**config.mk**
```make
export PLATFORM = sky130hd
export DESIGN_NAME = axi_fifo_packed
export DESIGN_NICKNAME = d
export VERILOG_FILES = /design/src/rtl/axi_fifo_packed.sv
export SDC_FILE = /design/constraint.sdc
export NUM_CORES = 1
export LEC_CHECK = 0
export CORE_ASPECT_RATIO = 1.25
export CORE_MARGIN = 8
export CORE_UTILIZATION = 45
export DETAILED_ROUTE_END_ITERATION = 16
export PLACE_DENSITY_LB_ADDON = 0.08
export SLEW_MARGIN = 15
export SYNTH_ARGS = -nofsm -noshare
export SYNTH_HDL_FRONTEND = slang
export SYNTH_SLANG_ARGS = --single-unit
export TNS_END_PERCENT = 1
```
**constraint.sdc**
```tcl
create_clock -name clk -period 5.3 [get_ports clk]
set_input_delay 1.06 -clock clk [delete_from_list [all_inputs] [get_ports clk]]
set_output_delay 1.06 -clock clk [all_outputs]
set_load 0.005 [all_outputs]
```
**src/rtl/axi_fifo_packed.sv**
```systemverilog
// AXI-Stream FIFO for pre-packed words: pass-through when SIZE=0, otherwise a
// first-word-fall-through circular buffer of 2**SIZE entries with fill counts.
module axi_fifo_packed #(
  parameter int unsigned WIDTH = 32,
  parameter int unsigned SIZE  = 1
) (
  input  logic             clk,
  input  logic             reset,
  input  logic             clear,
  input  logic [WIDTH-1:0] i_tdata,
  input  logic             i_tvalid,
  output logic             i_tready,
  output logic [WIDTH-1:0] o_tdata,
  output logic             o_tvalid,
  input  logic             o_tready,
  output logic [15:0]      space,
  output logic [15:0]      occupied
);

  localparam int unsigned CNT_W = 16;

  if (SIZE == 0) begin : g_pass
    assign o_tdata  = i_tdata;
    assign o_tvalid = i_tvalid;
    assign i_tready = o_tready;
    assign space    = '0;
    assign occupied = '0;
  end else begin : g_fifo
    localparam int unsigned DEPTH = 2 ** SIZE;

    logic [WIDTH-1:0] mem [DEPTH];
    logic [SIZE-1:0]  wr_ptr;
    logic [SIZE-1:0]  rd_ptr;
    logic [CNT_W-1:0] occ_q;
    logic [CNT_W-1:0] occ_n;
    logic [CNT_W-1:0] space_q;
    logic             full_q;
    logic             valid_q;
    logic             push;
    logic             pop;

    // Ready comes only from the registered full flag; held low during reset.
    assign i_tready = ~full_q & ~reset;
    assign o_tvalid = valid_q;
    assign o_tdata  = valid_q ? mem[rd_ptr] : '0;
    assign space    = space_q;
    assign occupied = occ_q;

    assign push = i_tvalid & i_tready;
    assign pop  = o_tready & valid_q;

    // Next occupancy; simultaneous push and pop cancel out.
    always_comb begin
      occ_n = occ_q;
      if (push && !pop) begin
        occ_n = occ_q + CNT_W'(1);
      end else if (pop && !push) begin
        occ_n = occ_q - CNT_W'(1);
      end
    end

    // Pointers, counts and flags; clear wins over any transfer in its cycle.
    always_ff @(posedge clk or posedge reset) begin
      if (reset) begin
        wr_ptr  <= '0;
        rd_ptr  <= '0;
        occ_q   <= '0;
        space_q <= CNT_W'(DEPTH);
        full_q  <= 1'b0;
        valid_q <= 1'b0;
      end else if (clear) begin
        wr_ptr  <= '0;
        rd_ptr  <= '0;
        occ_q   <= '0;
        space_q <= CNT_W'(DEPTH);
        full_q  <= 1'b0;
        valid_q <= 1'b0;
      end else begin
        if (push) begin
          wr_ptr <= wr_ptr + SIZE'(1);
        end
        if (pop) begin
          rd_ptr <= rd_ptr + SIZE'(1);
        end
        occ_q   <= occ_n;
        space_q <= CNT_W'(DEPTH) - occ_n;
        full_q  <= (occ_n == CNT_W'(DEPTH));
        valid_q <= (occ_n != '0);
      end
    end

    // Storage array is not reset; stale entries are never presented.
    always_ff @(posedge clk) begin
      if (push && !clear) begin
        mem[wr_ptr] <= i_tdata;
      end
    end
  end

endmodule

```
After elaboration in Yosys (flattened, before gate mapping)
Memories as Yosys holds them, arrays and structs flattened.
Index checks and enable logic that the tools add are counted.
Operators by class
  eq/ne operators: 1
  add/subtract/negate cells: 5
  bitwise operators: 5
  shift operators: 0
  reductions and logical operators: 9
  div/mod/pow operators: 0
  muxes and demuxes: 13
  multipliers: 0
  magnitude comparators: 0
Operators by type and width (number)
  $mux 16: 4
  $mux 32: 1
  $add 16x1->16 const B: 1
  $eq 16x2->1 const B: 1
  $reduce_bool 16->1: 1
  $sub 16x1->16 const B: 1
  $sub 2x16->16 const A: 1
  $mux 1: 8
  $reduce_bool 2->1: 2
  $and 1x1->1: 3
  $logic_and 1x1->1: 3
  $logic_not 1->1: 3
  $add 1x1->1 const B: 2
  $not 1->1: 2
Storage, ports and cells
  word-level logic and storage cells: 40
  output and inout port bits: 66
  memory bits (read-only): 0
  input port bits: 37
  bits in latches: 0
  RAM bits: 64
  register bits: 36
  memories: 1
Memory list
  g_fifo.mem: words 2, width 32, read ports 1, clocked after Yosys merged registers in 0, wr ports 1, line 31  | logic [WIDTH-1:0] mem [DEPTH];

Depth between registers and ports, before layout
Gate-level depths: netlist of the first run.
  depth in word-level cells: 9
  depth in mapped cells: 11
  mapped depth without buffers: 10

Worst setup path before layout of the first run
OpenSTA, ideal clock, no wires.
  kind: input -> register
  start point: in reset
  end point: mem g_fifo.mem[1][0], enable pin
  library setup time: 0.468 ns
  required time: 4.832 ns
  arrival time: 3.968 ns
  path buffers: 1
  slack: 0.864 ns
  stages on the path: 3
  cells stage by stage: or3b_1 buf_6 nor3b_1
Between the ends
  cells in the longest elaborated chain, start to end: 6
RTL lines
  start, declared: line 8  | input logic reset,
  $not 1->1: line 43  | assign i_tready = ~full_q & ~reset;
  $and 1x1->1: line 43
  $and 1x1->1: line 49  | assign push = i_tvalid & i_tready;
  $logic_and 1x1->1: line 94  | if (push && !clear) begin
  $mux 1: line 94
  $mux 1 (implied by the code): line 95  | mem[wr_ptr] <= i_tdata;
  end, declared: line 31
Every way passes these cells.

Worst setup path after layout of the first run
  start point: in reset
  end point: reg g_fifo.space_q[14], in the netlist space[14]
Between the ends
  cells in the longest elaborated chain, start to end: 9
  elaborated cells between the ends (all ways): 10
  classes of those cells: add/sub (1); mux (3); bitwise (3); reduce/logical (3)
RTL lines
  $not 1->1 *: line 43
  $and 1x1->1 *: line 43
  $and 1x1->1 *: line 49
  $logic_not 1->1: line 57  | end else if (pop && !push) begin
  $logic_and 1x1->1: line 57
  $mux 16: line 57
  $mux 16 *: line 55  | if (push && !pop) begin
  $sub 2x16->16 *: line 86  | space_q <= CNT_W'(DEPTH) - occ_n;
  $mux 16 *: line 71  | end else if (clear) begin
  end signal, assigned: line 68  | space_q <= CNT_W'(DEPTH);
  end signal, assigned: line 75  | space_q <= CNT_W'(DEPTH);
  end signal, assigned: line 86
  end, declared: line 36  | logic [CNT_W-1:0] space_q;
Mark *: on every way between the ends. The rest lies on a longest branch, timed or not.
A chain may end at the register's enable or synchronous reset.

==> impl_metrics.ini, run 1 <==
[status]
outcome = complete, no violations

[clock_tree]
post_cts_buffers = 0
htreeDepth = 3
cts_tree = done
cts_made_buffers = 9
cts_resized = 0
clockRootBuffer = clkbuf_16
clkTransAtPathRegs_ns = 0.07
cts.sinks = 99
clk_path_buf_depth = 2
clk_latency_ns = 0.33
hold_buffers = 0

[global_routing]
grt-ovfl-total = 0
grt_pass1_vias = 3203
grt_pass1_wl_um = 16670
grt_use_total_pct = 15.75
antenna_found_initial = 0
grt_max_degree = 38

[yosys]
syn_nets = 390
synth_common_cells = edfxtp_1, nor2b_1, dfrtp_1
synthArstFlopShare_pct = 35.35
synth_cell_type_count = 45
synth_cells = 348
yosys_warnings = 0
synth-edff-count = 64
yosys-top-cells-area = edfxtp_1, dfrtp_1, mux2i_1, nor2b_1, xor2_1
synth.top_cell.area_share_pct = 43.04
yosys.area.top_type = edfxtp_1
ys_seq_area_share_pct = 62.68
ys.flop_type = edfxtp_1
yosysMostFrequentCell = edfxtp_1
synth-seq-cells = 99
syn_area_mm2 = 0.004466
postSynthAreaPerCell_um2 = 12.83

[sta]
period_share_pct = 77.26
whs_ns = 0.6076
tightest_slew_ns = 0.9794
tns_ns = 0
slew_headroom_pct = 34.71
skew_ns = 0.006479
timing.final.crit_period_ns = 4.095
rsz0062_at_grt = no
maxSlewViolCount = 0
hold_viol_final = 0
timing.fmax_mhz = 244.2
setup_viol = 0

[place]
gp_congestion = 0.8836
post-dp-hpwl_um = 7103
portBuffers = 102

[layout]
antenna_cells = 0
regArea_mm2 = 0.002800
multi_input_comb_area_mm2 = 0.001577
area_delta_synth_final_pct = 31.89
final_nets = 493
drive_above_1_share_pct = 6.798
nFillCells = 760
final_util_pct = 60.97

[setup_path]
required_ns = 5.52
path_buf_inv = 1
crit_path_start_kind = primary input
worst_ep_arrival_time_ns = 4.32
worstPathMaxFanout = 10
critPathTopFamily = simple AND/OR/NAND/NOR gates
cp-end-kind = flip-flop
max_stage_delay_ns = 0.69
cp_slowest_cell = or4_1
cp_cell_sequence = clkdlybuf4s50_1, nor3b_2, nand2_1, o22ai_1, xor2_1, or4_1, or3_1, nor2_1, mux2_2
path_class = primary input to flip-flop

[drt]
drt_iter0_markers = 92
wl_um = 10240
via_per_inst = 5.191
drc = 0
wire_per_inst_um = 17.59
num_vias = 3021
antenna_left = 0
drtPass1Iterations = 4

[pwr]
irDropWorstVdd_mv = 0.2826
power.leakage_nw = 2.195
p_per_area_mw_per_mm2 = 446.5

[worst_hold_path]
min-delay-path-class = flip-flop to flip-flop

[die]
rows = 40
initial_core_util_pct = 46.23
die_w_um = 105.1
dieArea_mm2 = 0.01339
ios = 103
core_mm2 = 0.009659
die_y_um = 127.4

[job]
drv_cap = 0
through the flow:
| stage | area, um2 | setup WS (ns) | instances | power, W |
|---|---|---|---|---|
| after floorplan | 4466 | 0.8643 | 348 | 0.001612 |
| after global placement | 5627 | 0.9435 | 566 | 0.002064 |
| after detailed placement | 5627 | 0.8920 | 566 | 0.002070 |
| after CTS | 5889 | 1.235 | 582 | 0.002660 |
| after global routing | 5889 | 1.058 | 582 | 0.002800 |
| final | 5889 | 1.205 | 582 | 0.002630 |
layout by cell type (no fill, tap or decap), types with 3 or more instances in the layout:
cell | Yosys | final
edfxtp_1 | 64 | 64
xnor2_1 | 11 | 11
or4_1 | 4 | 4
nor2_1 | 24 | 24
mux2i_1 | 32 | 32
o21ai_0 | 6 | 6
nand2_1 | 13 | 13
dfrtp_1 | 34 | 33
or3_1 | 8 | 8
nor3_1 | 14 | 13
clkbuf_16 | 0 | 9
inv_1 | 7 | 7
xor2_1 | 14 | 14
o22ai_1 | 3 | 3
buf_4 | 1 | 6
ha_1 | 5 | 5
nand3_1 | 8 | 8
a21oi_1 | 6 | 6
nor2b_1 | 40 | 40
clkdlybuf4s50_1 | 0 | 102
nand4_1 | 5 | 5
nor4_1 | 3 | 3
sequential cells by signal, indices dropped and copies added (netlist names):
| register | flops |
|---|---|
| g_fifo.rd_ptr | 1 |
| o_tvalid | 1 |
| space | 16 |
| g_fifo.mem | 64 |
| g_fifo.full_q | 1 |
| g_fifo.wr_ptr | 1 |
| occupied | 15 |
power breakdown:
part	switching [W]	internal (W)
combinational	0.000482	0.000547
clock	0.000261	0.000316
sequential	0.0000982	0.000924
tightest hold or removal path: stages (launching register included):
cell and delay (ns):
dfrtp_1 0.40, xnor2_1 0.13, nor2_1 0.04
worst paths after layout:
check	start	endpoint	slack, ns	cells after the start
max	reset	space[14]	1.20	9
min	g_fifo.wr_ptr	g_fifo.wr_ptr	0.61	2
max reg2reg	occupied[2]	space[14]	1.96	8
min reg2reg	g_fifo.wr_ptr	g_fifo.wr_ptr	0.61	2
max in group asynchronous	reset	g_fifo.rd_ptr	3.69	3
min in group asynchronous	reset	space[13]	1.25	3
routing by layer:
layer  up-vias  routed length, um  track usage, %
met5         -                  0               0
met4         0                148           5.387
met3        12                678           4.879
met2        87               5397           28.64
met1      1459               4012           16.84
li1       1463                  -               -
final cells by class:
| cell class | instances | area share [%] |
|---|---|---|
| multi-input cells | 226 | 26.77 |
| well taps | 126 | 2.677 |
| clock inverters | 5 | 0.5099 |
| inverters | 7 | 0.4461 |
| flip-flops and latches | 99 | 47.55 |
| repair buffers | 108 | 18.10 |
| clock buffers | 11 | 3.952 |
kinds of logic after synthesis:
kind of cell / count (synthesis) / share of synthesized area [%]
flops: 99 / 62.68
xor+xnor: 25 / 4.903
fa+ha+maj: 6 / 1.625
simple gates: 135 / 17.18
compound gates: 27 / 3.951
mux: 33 / 7.425
buf+inv: 23 / 2.242
Note: power is estimated with default switching activity, not from simulation.
==> run 2, diff against run 1 <==
==> constraint.sdc (replaced) <==
create_clock -name clk -period 4 [get_ports clk]
set_input_delay 0.8 -clock clk [delete_from_list [all_inputs] [get_ports clk]]
set_output_delay 0.8 -clock clk [all_outputs]
set_load 0.005 [all_outputs]
==> run 2 against run 1 <==
  * Die area unchanged
  * Critical endpoint is now space[13]
  * Total power increased by 42%
  * Via count is 2.9% higher
  * Clock skew shrank 0.0023 ns
  * Sequential power is 31% higher
  * Setup slack lost 0.76 ns
  * Clock-buffer cell count fell by 2
  * Routed wire length increased by 3.1%
  * Largest power group unchanged
  * Cell count is 2.6% higher
  * Largest cell class unchanged
==> impl_metrics.ini, run 2 (same netlist as run 1, synthesis figures left out) <==
[sta]
timing.fmax_mhz = 281.3
tightest_slew_ns = 0.8620
setup_viol = 0
maxSlewViolCount = 0
period_share_pct = 88.88
tns_ns = 0
rsz0062_at_grt = no
timing.final.crit_period_ns = 3.555
skew_ns = 0.004216
hold_viol_final = 0
slew_headroom_pct = 42.47

[die]
ios = 103
die_w_um = 105.1
rows = 40
core_mm2 = 0.009659
die_y_um = 127.4
initial_core_util_pct = 46.23
dieArea_mm2 = 0.01339

[pwr]
p_comb_share_pct = 39.7
switching_share_pct = 30.89
power.switching_w = 0.001151
power_frac_seq_pct = 36.0
power.leakage_nw = 2.303
p_per_area_mw_per_mm2 = 614.9
pwr-share-clk_pct = 24.3
p_int_w = 0.002576
irDropWorstVdd_mv = 0.4859
report.power.total_w = 0.003727

[drt]
drc = 0
drt_iter0_markers = 104
num_vias = 3108
via_per_inst = 5.206
drtPass1Iterations = 4
wl_um = 10550
antenna_left = 0
wire_per_inst_um = 17.67

[setup_path]
cp-end-kind = flip-flop
critPathTopFamily = simple AND/OR/NAND/NOR gates
path_class = primary input to flip-flop
required_ns = 4.26
path_buf_inv = 1
worstPathMaxFanout = 8
crit_path_start_kind = primary input
cp_cell_sequence = clkdlybuf4s50_1, or3b_1, nand2_4, o31ai_1, xor2_1, or4_1, or3_4, or3_1, a21oi_1
cp_slowest_cell = or4_1
max_stage_delay_ns = 0.63
worst_ep_arrival_time_ns = 3.82

[job]
drv_cap = 0

[place]
post-dp-hpwl_um = 7535
place_inst = 581
place_area_mm2 = 0.005746
gp_congestion = 0.8991
portBuffers = 102

[layout]
instances_no_fill = 597
nFillCells = 743
antenna_cells = 0
regArea_mm2 = 0.002800
multi_input_comb_area_mm2 = 0.001583
drive_above_1_share_pct = 9.979
top_register = g_fifo.mem
largest_reg_flops = 64
layout_commonest_cell = clkdlybuf4s50_1
final_nets = 508
final_area_mm2 = 0.006061
area_delta_synth_final_pct = 35.72
final_cell_mix = clkdlybuf4s50_1, edfxtp_1, nor2b_1

[worst_hold_path]
min-delay-path-class = flip-flop to flip-flop

[status]
outcome = complete, no violations

[clock_tree]
clkTransAtPathRegs_ns = 0.07
post_cts_buffers = 0
htreeDepth = 3
cts_made_buffers = 9
clk_latency_ns = 0.34
hold_buffers = 0
cts.sinks = 99
cts_resized = 0
clk_path_buf_depth = 2
clockRootBuffer = clkbuf_16
cts_tree = done

[global_routing]
grt_max_degree = 35
antenna_found_initial = 0
grt_pass1_wl_um = 16950
grt-ovfl-total = 0
grt_use_total_pct = 15.97
grt_pass1_vias = 3283
## run 2: final cells by class
class	count	area share, %
flip-flops and latches	99	46.20
clock inverters	7	1.486
multi-input cells	226	26.11
well taps	126	2.601
clock buffers	9	3.716
repair buffers	123	19.45
inverters	7	0.4335
## run 2: layer usage
layer	GRT usage, %	part of all wire, %
met1	18.16	41
met2	27.82	52
met3	4.628	5.6
met4	5.808	1.9
met5	0	0
## run 2: stage by stage
stage / util (%) / setup slack [ns] / hold slack (ns)
after floorplan: - / 0.02120 / 0.5228
final: 62.75 / 0.4448 / 0.6138
after detailed placement: 59.48 / 0.09627 / 0.5970
after CTS: 62.75 / 0.4371 / 0.6138
after global placement: 59.48 / 0.1023 / 0.5672
after global routing: 62.75 / 0.1806 / 0.6335
## run 2: worst paths after layout
check,start,endpoint,slack [ns],depth (start not counted)
max reg2reg,space[0],space[13],0.93,10
min,g_fifo.wr_ptr,g_fifo.wr_ptr,0.61,2
min reg2reg,g_fifo.wr_ptr,g_fifo.wr_ptr,0.61,2
max,reset,space[13],0.44,9
min in group asynchronous,reset,occupied[14],1.04,2
max in group asynchronous,reset,space[0],2.25,3
## run 2: worst register-to-register path: stages (launching register included)
cell and delay [ns]:
dfrtp_1 0.46, inv_1 0.14, ha_1 0.15, and3_1 0.23, nand2_4 0.07, o31ai_1 0.26, xor2_1 0.16, or4_1 0.63
or3_4 0.44, or3_1 0.32, a21oi_1 0.15
## run 2: power groups by stage
stage	registers, W	logic [W]	clock network (W)
floorplan	0.00133	0.000807	0
global placement	0.00136	0.00148	0
detailed placement	0.00136	0.00148	0
CTS	0.00134	0.00150	0.000926
global route	0.00136	0.00163	0.000962
finish	0.00134	0.00148	0.000905
